$ cat src/rtl/axi_rdata_sfifo.sv
// rtl/axi_rdata_sfifo.sv - Wide-to-narrow R-channel FIFO with per-burst lane extraction
// Stores wide R beats and replays them as narrow beats starting at a commanded sub-word lane.
module axi_rdata_sfifo #(
    parameter int W_WTH      = 64,
    parameter int R_WTH      = 32,
    parameter int DEPTH      = 4,
    parameter int OFFSET_WTH = $clog2(W_WTH / R_WTH)
) (
    input  logic                  clk,
    input  logic                  rst,
    input  logic                  cmd_valid,
    output logic                  cmd_ready,
    input  logic [OFFSET_WTH-1:0] cmd_offset,
    input  logic [7:0]            cmd_len,
    input  logic                  wen,
    input  logic [W_WTH-1:0]      wdata,
    input  logic [1:0]            wresp,
    input  logic                  wlast,
    output logic                  full,
    output logic                  almost_full,
    input  logic                  ren,
    output logic [R_WTH-1:0]      rdata,
    output logic [1:0]            rresp,
    output logic                  rlast,
    output logic                  empty,
    output logic                  almost_empty,
    output logic                  len_err
);

    localparam int RATIO   = W_WTH / R_WTH;
    localparam int DEPTH_W = $clog2(DEPTH);
    localparam int CNT_W   = DEPTH_W + 1;

    localparam logic [CNT_W-1:0]      CNT_FULL  = CNT_W'(DEPTH);
    localparam logic [CNT_W-1:0]      CNT_AFULL = CNT_W'(DEPTH - 1);
    localparam logic [CNT_W-1:0]      CNT_ONE   = CNT_W'(1);
    localparam logic [CNT_W-1:0]      CNT_ZERO  = '0;
    localparam logic [OFFSET_WTH-1:0] SIDX_LAST = OFFSET_WTH'(RATIO - 1);

    typedef enum logic {
        ST_IDLE   = 1'b0,
        ST_ACTIVE = 1'b1
    } state_t;

    state_t r_state;
    state_t w_state_nxt;

    logic [W_WTH-1:0]      r_mem_data [DEPTH];
    logic [1:0]            r_mem_resp [DEPTH];
    logic                  r_mem_last [DEPTH];

    logic [DEPTH_W-1:0]    r_waddr;
    logic [DEPTH_W-1:0]    r_raddr;
    logic [CNT_W-1:0]      r_count;
    logic [OFFSET_WTH-1:0] r_sidx;
    logic [7:0]            r_bcnt;
    logic [7:0]            r_blen;

    logic w_push;
    logic w_pop_beat;
    logic w_pop_entry;
    logic w_cmd_acc;
    logic w_rlast;
    logic w_empty;

    assign full         = (r_count == CNT_FULL);
    assign almost_full  = (r_count >= CNT_AFULL);
    assign almost_empty = (r_count <= CNT_ONE);
    assign w_empty      = (r_count == CNT_ZERO) || (r_state == ST_IDLE);
    assign empty        = w_empty;

    // Gated by !empty so the reset state (bcnt == blen == 0) does not show a spurious last.
    assign w_rlast = !w_empty && (r_bcnt == r_blen);
    assign rlast   = w_rlast;

    assign rdata = r_mem_data[r_raddr][r_sidx*R_WTH +: R_WTH];
    assign rresp = r_mem_resp[r_raddr];

    assign w_push      = wen && !full;
    assign w_pop_beat  = ren && !w_empty;
    assign w_pop_entry = w_pop_beat && (w_rlast || (r_sidx == SIDX_LAST));
    assign w_cmd_acc   = cmd_valid && cmd_ready;

    assign len_err = w_pop_entry && (w_rlast != r_mem_last[r_raddr]);

    always_ff @(posedge clk) begin
        if (rst) begin
            r_state <= ST_IDLE;
        end else begin
            r_state <= w_state_nxt;
        end
    end

    // Ready opens in ACTIVE only on the final pop, so the next burst chains without a bubble.
    always_comb begin
        w_state_nxt = r_state;
        cmd_ready   = 1'b0;
        case (r_state)
            ST_IDLE: begin
                cmd_ready = 1'b1;
                if (cmd_valid) begin
                    w_state_nxt = ST_ACTIVE;
                end
            end
            ST_ACTIVE: begin
                if (w_pop_beat && w_rlast) begin
                    cmd_ready   = 1'b1;
                    w_state_nxt = cmd_valid ? ST_ACTIVE : ST_IDLE;
                end
            end
            default: begin
                w_state_nxt = ST_IDLE;
            end
        endcase
    end

    always_ff @(posedge clk) begin
        if (w_push) begin
            r_mem_data[r_waddr] <= wdata;
            r_mem_resp[r_waddr] <= wresp;
            r_mem_last[r_waddr] <= wlast;
        end
    end

    always_ff @(posedge clk) begin
        if (rst) begin
            r_waddr <= '0;
            r_raddr <= '0;
            r_count <= '0;
        end else begin
            if (w_push) begin
                r_waddr <= r_waddr + 1'b1;
            end
            if (w_pop_entry) begin
                r_raddr <= r_raddr + 1'b1;
            end
            if (w_push && !w_pop_entry) begin
                r_count <= r_count + CNT_ONE;
            end else if (!w_push && w_pop_entry) begin
                r_count <= r_count - CNT_ONE;
            end
        end
    end

    // A command accepted on the last pop overrides the lane reset to zero.
    always_ff @(posedge clk) begin
        if (rst) begin
            r_sidx <= '0;
            r_bcnt <= '0;
            r_blen <= '0;
        end else begin
            if (w_cmd_acc) begin
                r_sidx <= cmd_offset;
                r_bcnt <= '0;
                r_blen <= cmd_len;
            end else if (w_pop_beat) begin
                r_bcnt <= r_bcnt + 8'd1;
                if (w_pop_entry) begin
                    r_sidx <= '0;
                end else begin
                    r_sidx <= r_sidx + 1'b1;
                end
            end
        end
    end

endmodule

$ cat config.mk
export PLATFORM = sky130hd
export DESIGN_NAME = axi_rdata_sfifo
export DESIGN_NICKNAME = d
export VERILOG_FILES = /design/src/rtl/axi_rdata_sfifo.sv
export SDC_FILE = /design/constraint.sdc
export NUM_CORES = 1
export LEC_CHECK = 0
export CAP_MARGIN = 20
export CORE_AREA = 3 3 142 144
export CTS_CLUSTER_SIZE = 30
export DETAILED_ROUTE_END_ITERATION = 16
export DIE_AREA = 0 0 145 147
export PLACE_DENSITY = 0.88
export SLEW_MARGIN = 25
export SYNTH_ARGS = -nofsm -noshare
export SYNTH_HDL_FRONTEND = slang
export SYNTH_SLANG_ARGS = --single-unit
$ cat constraint.sdc
create_clock -name clk -period 6.55 [get_ports clk]
set_input_delay 1.965 -clock clk [delete_from_list [all_inputs] [get_ports clk]]
set_output_delay 1.965 -clock clk [all_outputs]
set_load 0.005 [all_outputs]
# Word-level counts from Yosys, hierarchy flattened
# Memory sizes are Yosys's and may differ from the RTL's. A register that Yosys moved wholly into a read port is not among the register bits.
# Index checks and enable logic that the tools add are counted.
[totals] regBits=25 mem_bits_rw=268 in_bits=81 output_inout_bits=41 wordCells=60 mem_count=3
[mem_list] memory="r_mem_data" depth=4 word_bits=64 rd=1 rd_ports_with_merged_regs=1 wr=1 line_no="48" source="logic [W_WTH-1:0] r_mem_data [DEPTH];"
[mem_list] memory="r_mem_resp" depth=4 word_bits=2 rd=1 rd_ports_with_merged_regs=1 wr=1 line_no="49" source="logic [1:0] r_mem_resp [DEPTH];"
[mem_list] memory="r_mem_last" depth=4 word_bits=1 rd=1 rd_ports_with_merged_regs=1 wr=1 line_no="50" source="logic r_mem_last [DEPTH];"
[classes] n_addsub=6 magnitude_cmp=2 n_eq_ne=3 shifts=1 mux=18 bitwise_logic=1 reduce_logical=19
[ops] operator="64-bit by 7-bit variable part select with 32-bit output" count=1
[ops] operator="2-bit 2-to-1 mux" count=6
[ops] operator="1-bit logical AND" count=9
[ops] operator="8-bit by 1-bit adder with 8-bit output, second input constant" count=1
[ops] operator="8-bit == test" count=1
[ops] operator="1-bit 2-to-1 mux" count=8
[ops] operator="3-bit 2-to-1 mux" count=2
[ops] operator="2-bit by 1-bit adder with 2-bit output, second input constant" count=2
[ops] operator="1-bit zero test" count=4
[ops] operator="1-bit case mux with 2 select lines" count=2
[ops] operator="2-bit nonzero test" count=2
[ops] operator="3-bit by 1-bit adder with 3-bit output, second input constant" count=1
[ops] operator="3-bit == test, second input constant" count=1
[ops] operator="3-bit by 2-bit >= comparator with 1-bit output, second input constant" count=1
[ops] operator="3-bit by 1-bit less-or-equal comparator with 1-bit output, second input constant" count=1
[ops] operator="3-bit zero test" count=1
[ops] operator="3-bit by 1-bit subtractor with 3-bit output, second input constant" count=1
[ops] operator="1-bit logical OR" count=2
[ops] operator="2-bit OR reduction" count=1
[ops] operator="1-bit adder, second input constant" count=1
[ops] operator="1-bit != test" count=1
[ops] operator="1-bit inverter" count=1

# Depth between registers and ports, before layout
# Gate-level depths: netlist of run 1.
[depth] word_depth=9 mapped_depth=12 depth_no_buf=12

# Least setup slack after synthesis of run 1
# Ideal clock, no wire load.
[synth_path] kind="input-to-output" start="in ren" end="out cmd_ready" arrival_ns=2.438 required_time_ns=4.585 setup_slack_ns=2.147 path_stages=3 cell_sequence="nand3_1 > buf_4 > o21ai_0"
[synth_via] elab_chain_cells=4
[synth_rtl] item="start, declared" line_no="21" source="input logic ren,"
[synth_rtl] item="1-bit logical AND" line_no="80" source="assign w_pop_beat = ren && !w_empty;"
[synth_rtl] item="1-bit logical AND" line_no="106" source="if (w_pop_beat && w_rlast) begin"
[synth_rtl] item="1-bit 2-to-1 mux" line_no="106"
[synth_rtl] item="1-bit case mux with 2 select lines" line_no="98" source="case (r_state)"
[synth_rtl] item="end, declared" line_no="12" source="output logic cmd_ready,"
# Every way passes these cells.

# Worst setup path after layout of run 1
# Ends and elaborated chain as after synthesis.

==> results of run 1 <==
registers in the layout (all words and copies together) (netlist names), 2 cells and up, named ones only:
name / count
r_bcnt: 8
r_blen: 8
r_count: 3
r_mem_data: 256
r_mem_last: 4
r_mem_resp: 8
r_raddr: 2
r_waddr: 2
layout by cell type, fill, tap and decap left out, types with 3 or more instances in the layout:
cell type and count:
clkbuf_1 6, mux2i_1 8, and2_4 4, edfxtp_1 268, a21oi_1 10, o21ai_0 8
nor2_1 30, dfxtp_1 24, xor2_1 12, nand4_1 3, clkinv_1 7, nand2_1 9
mux2_2 32, clkinv_2 5, clkdlybuf4s50_1 121, bufinv_16 5, clkbuf_16 28, mux4_2 67
ha_1 11, inv_1 7, nor2b_1 3, xnor2_1 4, dfxtp_4 3
through the flow:
step                setup WS [ns]  std cells
CTS                        0.9344        967
floorplan                   2.147        556
detailed placement         0.9467        915
finish                     0.9374        971
global route               0.8091        971
global placement           0.9736        915
worst reg2reg max path: stages, from the launching register on:
cell and delay [ns]:
dfxtp_1 0.39, inv_1 0.11, ha_1 0.24, and2_1 0.18, nor2b_1 0.48, and2_4 0.93
path summary, 6_finish.rpt:
check / to / slack [ns] / cells past startpoint
max: cmd_ready / 0.94 / 4
min: r_bcnt[1] / 0.51 / 2
max reg2reg: r_mem_data[2][36] / 3.81 / 5
min reg2reg: r_bcnt[1] / 0.51 / 2
final cells by class:
class / count / area [µm²] / area share, %
sequential: 295 / 8600 / 61.39
tap: 260 / 325.3 / 2.322
inverter: 7 / 26.28 / 0.1876
clock buffer: 34 / 723.2 / 5.163
clock inverter: 18 / 217.7 / 1.554
multi-input combinational: 230 / 2794 / 19.95
timing repair buffer: 127 / 1321 / 9.433
cell families (layout without fill, tap and decap cells):
| kind of cell | after synthesis | count (layout) |
|---|---|---|
| simple gates | 70 | 70 |
| buf+inv | 31 | 186 |
| fa+ha+maj | 11 | 11 |
| flops | 295 | 295 |
| xor+xnor | 17 | 17 |
| mux | 108 | 108 |
| compound gates | 24 | 24 |
per-layer routing:
| metal | wire (µm) | GRT usage [%] | vias to the layer above | share of wire (%) |
|---|---|---|---|---|
| met3 | 861 | 3.085 | 41 | 4.1 |
| li1 | - | - | 2525 | - |
| met5 | 0 | 0 | - | 0 |
| met4 | 483 | 5.606 | 0 | 2.3 |
| met1 | 8384 | 24.69 | 2912 | 40 |
| met2 | 11420 | 36.76 | 145 | 54 |
power breakdown:
part,total (W),internal [W],switching [W]
Combinational,0.000460,0.000254,0.000206
Sequential,0.00224,0.00219,0.0000483
Clock,0.00163,0.000981,0.000653
==> flow_metrics.tcl, run 1 <==
set metrics [dict create \
    nets 781 \
    cts_buffers 28 \
    drive_gt1_share_pct 23.07 \
    ir_drop_mv 0.2302 \
    cp.arrival_ns 3.65 \
    yosys.area_share.simple_pct 3.313 \
    hold_viol_final 0 \
    r2r-start "r_count[0]" \
    cp_max_fo 11 \
    relSlewSlack_pct 32.48 \
    syn_avg_cell_area_um2 20.79 \
    htree_num_levels 1 \
    drv_cap 0 \
    synth_top_cell_area_share_pct 69.63 \
    cts_hold_buf 0 \
    gp_congestion 0.8209 \
    setup-violations-final 0 \
    route.detailed.drc 0 \
    ys_top_cells_by_area "edfxtp_1, mux4_2, dfxtp_1" \
    min_from "r_bcnt[1]" \
    synth_compound_area_share_pct 1.267 \
    core_mm2 0.01883 \
    num_vias 5623 \
    synth-adder-area-share_pct 1.191 \
    rows 50 \
    ys_seq_elements 295 \
    grt_pass1_wl_um 33470 \
    critical_path.cell_chain "clkdlybuf4s50_1 > nand3_1 > o21ai_0 > clkdlybuf4s50_1" \
    post_dp_cell_area_mm2 0.01297 \
    rsz0062_at_grt "no" \
    crit_family "buffers and inverters" \
    portBuffers 121 \
    power_density_mw_per_mm2 309.5 \
    yosys.area.top_type "edfxtp_1" \
    yosysSeqAreaShare_pct 74.31 \
    finalCritPeriodShare_pct 85.69 \
    slowest_delay_ns 0.55 \
    hold_slack_ns 0.5111 \
    skew_ns 0.008831 \
    drtAntennaViolNets 0 \
    clockBufferDepth 3 \
    drtIter0Drc 465 \
    synth_area_mm2 0.01156 \
    synthArstFlopShare_pct 0 \
    fill_cells 1055 \
    critPathKind "primary input to primary output" \
    status "finished clean" \
    yosysMostFrequentCell "edfxtp_1" \
    cp-start-kind "primary input" \
    netlist_instances 556 \
    setup_tns_ns 0 \
    synth_top_family_by_area "multiplexers" \
    fin_util_pct 74.39 \
    slew_viol_final 0 \
    die_x_um 145 \
    cts_sinks 295 \
    synth_edf_count 268 \
    cts_tree "yes" \
    first_pass_iters 4 \
    synthXorXnorAreaFrac_pct 1.353 \
    synth_common_cells "edfxtp_1, mux4_2, mux2_2" \
    finalPower_w 0.004335 \
    io-pin-count 122 \
    crit_required_ns 4.59 \
    crit_buf_inv 2 \
    synth.area.mux_share_pct 16.96 \
    start_util_pct 61.38 \
    synth_nets 648 \
    min_period_ns 5.613 \
    tightest_slew_ns 1.013 \
    clock_latency_ns 0.53 \
    die_h_um 147 \
    cp-startpoint "ren" \
    p_leak_nw 4.552 \
    design_area_mm2 0.01401 \
    syn2layout_area_growth_pct 21.20 \
    crit_path_frequent_cell "clkdlybuf4s50_1" \
    dp_hpwl_um 12420 \
    max_freq_mhz 178.2 \
    path_clk_slew_ns 0.07 \
    grt_overflow_total 0 \
    slowest_stage "clkdlybuf4s50_1" \
    antenna_found_initial 0 \
    ys.flop_type "edfxtp_1" \
    grt.total_usage_pct 19.90 \
    routed_wl_um 21150 \
    synth_warnings 0 \
    n_antenna_cell 0 \
    dieArea_mm2 0.02132 \
    wl_per_cell_um 21.78 \
    hp-class "register to register" \
    grt_pass1_vias 6131 \
    synth_cell_types 44 \
    grt_max_degree 68 \
    via_per_inst 5.791 \
    cts_resized 0 \
    cp-end-kind "primary output" \
    post_cts_buffers 0 \
    ctsRootBufferMaster "clkbuf_16" \
]
Power figures use the tool's default switching activity.
==> run 2, diff against run 1 <==
Settings changed: ABC_AREA from default to 1, CELL_PAD_IN_SITES_DETAIL_PLACEMENT from default to 0, CELL_PAD_IN_SITES_GLOBAL_PLACEMENT from default to 1, CORE_AREA 3 3 142 144 to 3 3 160 162, DIE_AREA 0 0 145 147 to 0 0 163 165, PLACE_DENSITY 0.88 to 0.87.
==> flow_metrics.tcl, run 2 <==
set metrics [dict create \
    status "finished clean" \
    num_vias 7419 \
    fin_util_pct 58.54 \
    yosysMostFrequentCell "edfxtp_1" \
    ys.flop_type "edfxtp_1" \
    clockBufferDepth 3 \
    drtIter0Drc 541 \
    grt.total_usage_pct 17.44 \
    synth_warnings 0 \
    gp_congestion 0.7292 \
    clock_latency_ns 0.54 \
    grt_max_degree 81 \
    power_density_mw_per_mm2 292.3 \
    yosys.area.top_type "edfxtp_1" \
    ir_drop_mv 0.2315 \
    cp-end-kind "primary output" \
    met3WireLength_um 1214 \
    via_per_inst 5.262 \
    hold_viol_final 0 \
    htree_num_levels 1 \
    post_cts_buffers 0 \
    cp_max_fo 19 \
    start_util_pct 48.68 \
    clock_power_share_pct 36.6 \
    grt_overflow_total 0 \
    mostFrequentLayoutCells "edfxtp_1, nor2_1, o21ai_0" \
    internal-power_w 0.003230 \
    p_leak_nw 4.848 \
    portBuffers 121 \
    min_period_ns 5.754 \
    dieArea_mm2 0.02690 \
    drv_cap 0 \
    io-pin-count 122 \
    max_freq_mhz 173.8 \
    nets 1153 \
    cts_buffers 30 \
    ys_top_cells_by_area "edfxtp_1, nor2_1, o21ai_0" \
    drive_gt1_share_pct 8.018 \
    cts_tree "yes" \
    dr_wl_met2_um 11840 \
    ys_seq_elements 295 \
    swShare_pct 22.17 \
    skew_ns 0.007913 \
    synth_edf_count 268 \
    hp-class "register to register" \
    setup_slack_ns 0.7957 \
    netSwitchingPower_w 0.0009198 \
    cts_hold_buf 0 \
    die_h_um 165 \
    largest_reg_flops 256 \
    synth_nets 1043 \
    finalPower_w 0.004150 \
    rsz0062_at_grt "no" \
    p_comb_share_pct 10.1 \
    netlist_instances 951 \
    relSlewSlack_pct 30.78 \
    syn_avg_cell_area_um2 12.41 \
    top_register "r_mem_data" \
    grt_pass1_vias 7246 \
    cp-start-kind "primary input" \
    routed_wl_um 23900 \
    dpl_worst_slack_ns 0.7885 \
    highest_layer "met4" \
    grt_pass1_wl_um 37110 \
    wl_met1_um 10310 \
    die_x_um 163 \
    first_pass_iters 4 \
    rows 57 \
    ctsRootBufferMaster "clkbuf_16" \
    synth_area_mm2 0.01181 \
    path_clk_slew_ns 0.06 \
    setup-violations-final 0 \
    synth_top_cell_area_share_pct 68.17 \
    wl_per_cell_um 16.95 \
    antenna_found_initial 1 \
    finalCritPeriodShare_pct 87.85 \
    synth_common_cells "edfxtp_1, nor2_1, o21ai_0" \
    synth_cell_types 34 \
    seq_power_share_pct 53.3 \
    yosysSeqAreaShare_pct 72.75 \
    layout_commonest_cell "edfxtp_1" \
    critPathKind "primary input to primary output" \
    core_mm2 0.02425 \
    cts_resized 0 \
    route.detailed.drc 0 \
    hold_slack_ns 0.4817 \
    setup_tns_ns 0 \
    cts_sinks 295 \
    crit_required_ns 4.59 \
    slew_viol_final 0 \
    dp_hpwl_um 13270 \
    drtAntennaViolNets 0 \
    synthArstFlopShare_pct 0 \
    cp.arrival_ns 3.79 \
    tightest_slew_ns 1.038 \
    syn2layout_area_growth_pct 20.24 \
]
-- run 2: worst paths after layout --
kind / start / endpoint / slack (ns) / cells after the start
worst max-delay path: ren / cmd_ready / 0.80 / 6
worst min-delay path: r_bcnt[7] / r_bcnt[7] / 0.48 / 2
worst min register to register: r_bcnt[7] / r_bcnt[7] / 0.48 / 2
worst max register to register: r_count[0] / r_mem_data[3][7] / 3.72 / 6
-- run 2: area by class of cell --
type | count | area, µm²
Fill cell | 1933 | 10050
Antenna cell | 1 | 2.502
Tap cell | 324 | 405.4
Sequential cell | 295 | 8593
Timing Repair Buffer | 133 | 1305
Clock buffer | 40 | 809.5
Clock inverter | 16 | 78.83
Multi-Input combinational cell | 572 | 2888
Inverter | 29 | 112.6
-- run 2: cell families after synthesis --
| family | share of synthesized area, % |
|---|---|
| XOR/XNOR | 0.9645 |
| AND/OR/NAND/NOR | 11.20 |
| adder cells (fa/ha/maj) | 1.166 |
| flip-flops | 72.75 |
| AO/OA/AOI/OAI | 10.87 |
| buffers and inverters | 3.042 |
-- run 2: worst max-delay path, stage by stage --
cell             delay, ns
clkdlybuf4s50_1       0.45
inv_1                 0.06
nor2_4                0.35
nand3_2               0.18
nand2_4               0.24
clkdlybuf4s50_1       0.55
-- run 2: power groups by stage --
stage,Combinational [W],Clock [W],Sequential [W]
2_1_floorplan,0.000213,0,0.00225
3_3_place_gp,0.000418,0,0.00225
3_5_place_dp,0.000422,0,0.00225
4_1_cts,0.000425,0.00155,0.00221
5_1_grt,0.000466,0.00163,0.00222
6_report,0.000418,0.00152,0.00221
-- run 2: per-layer routing --
metal  vias to the layer above  global-route usage, %
met5                         -                      0
met3                        37                  2.960
met2                       170                  29.82
met4                         0                  5.152
met1                      3578                  23.09
li1                       3634                      -
-- run 2: stage by stage --
| stage | instance area [µm²] | cells |
|---|---|---|
| 6_report | 14190 | 1410 |
| 5_1_grt | 14190 | 1410 |
| 4_1_cts | 14190 | 1409 |
| 3_5_place_dp | 13300 | 1353 |
| 3_3_place_gp | 13300 | 1353 |
| 2_1_floorplan | 11810 | 951 |
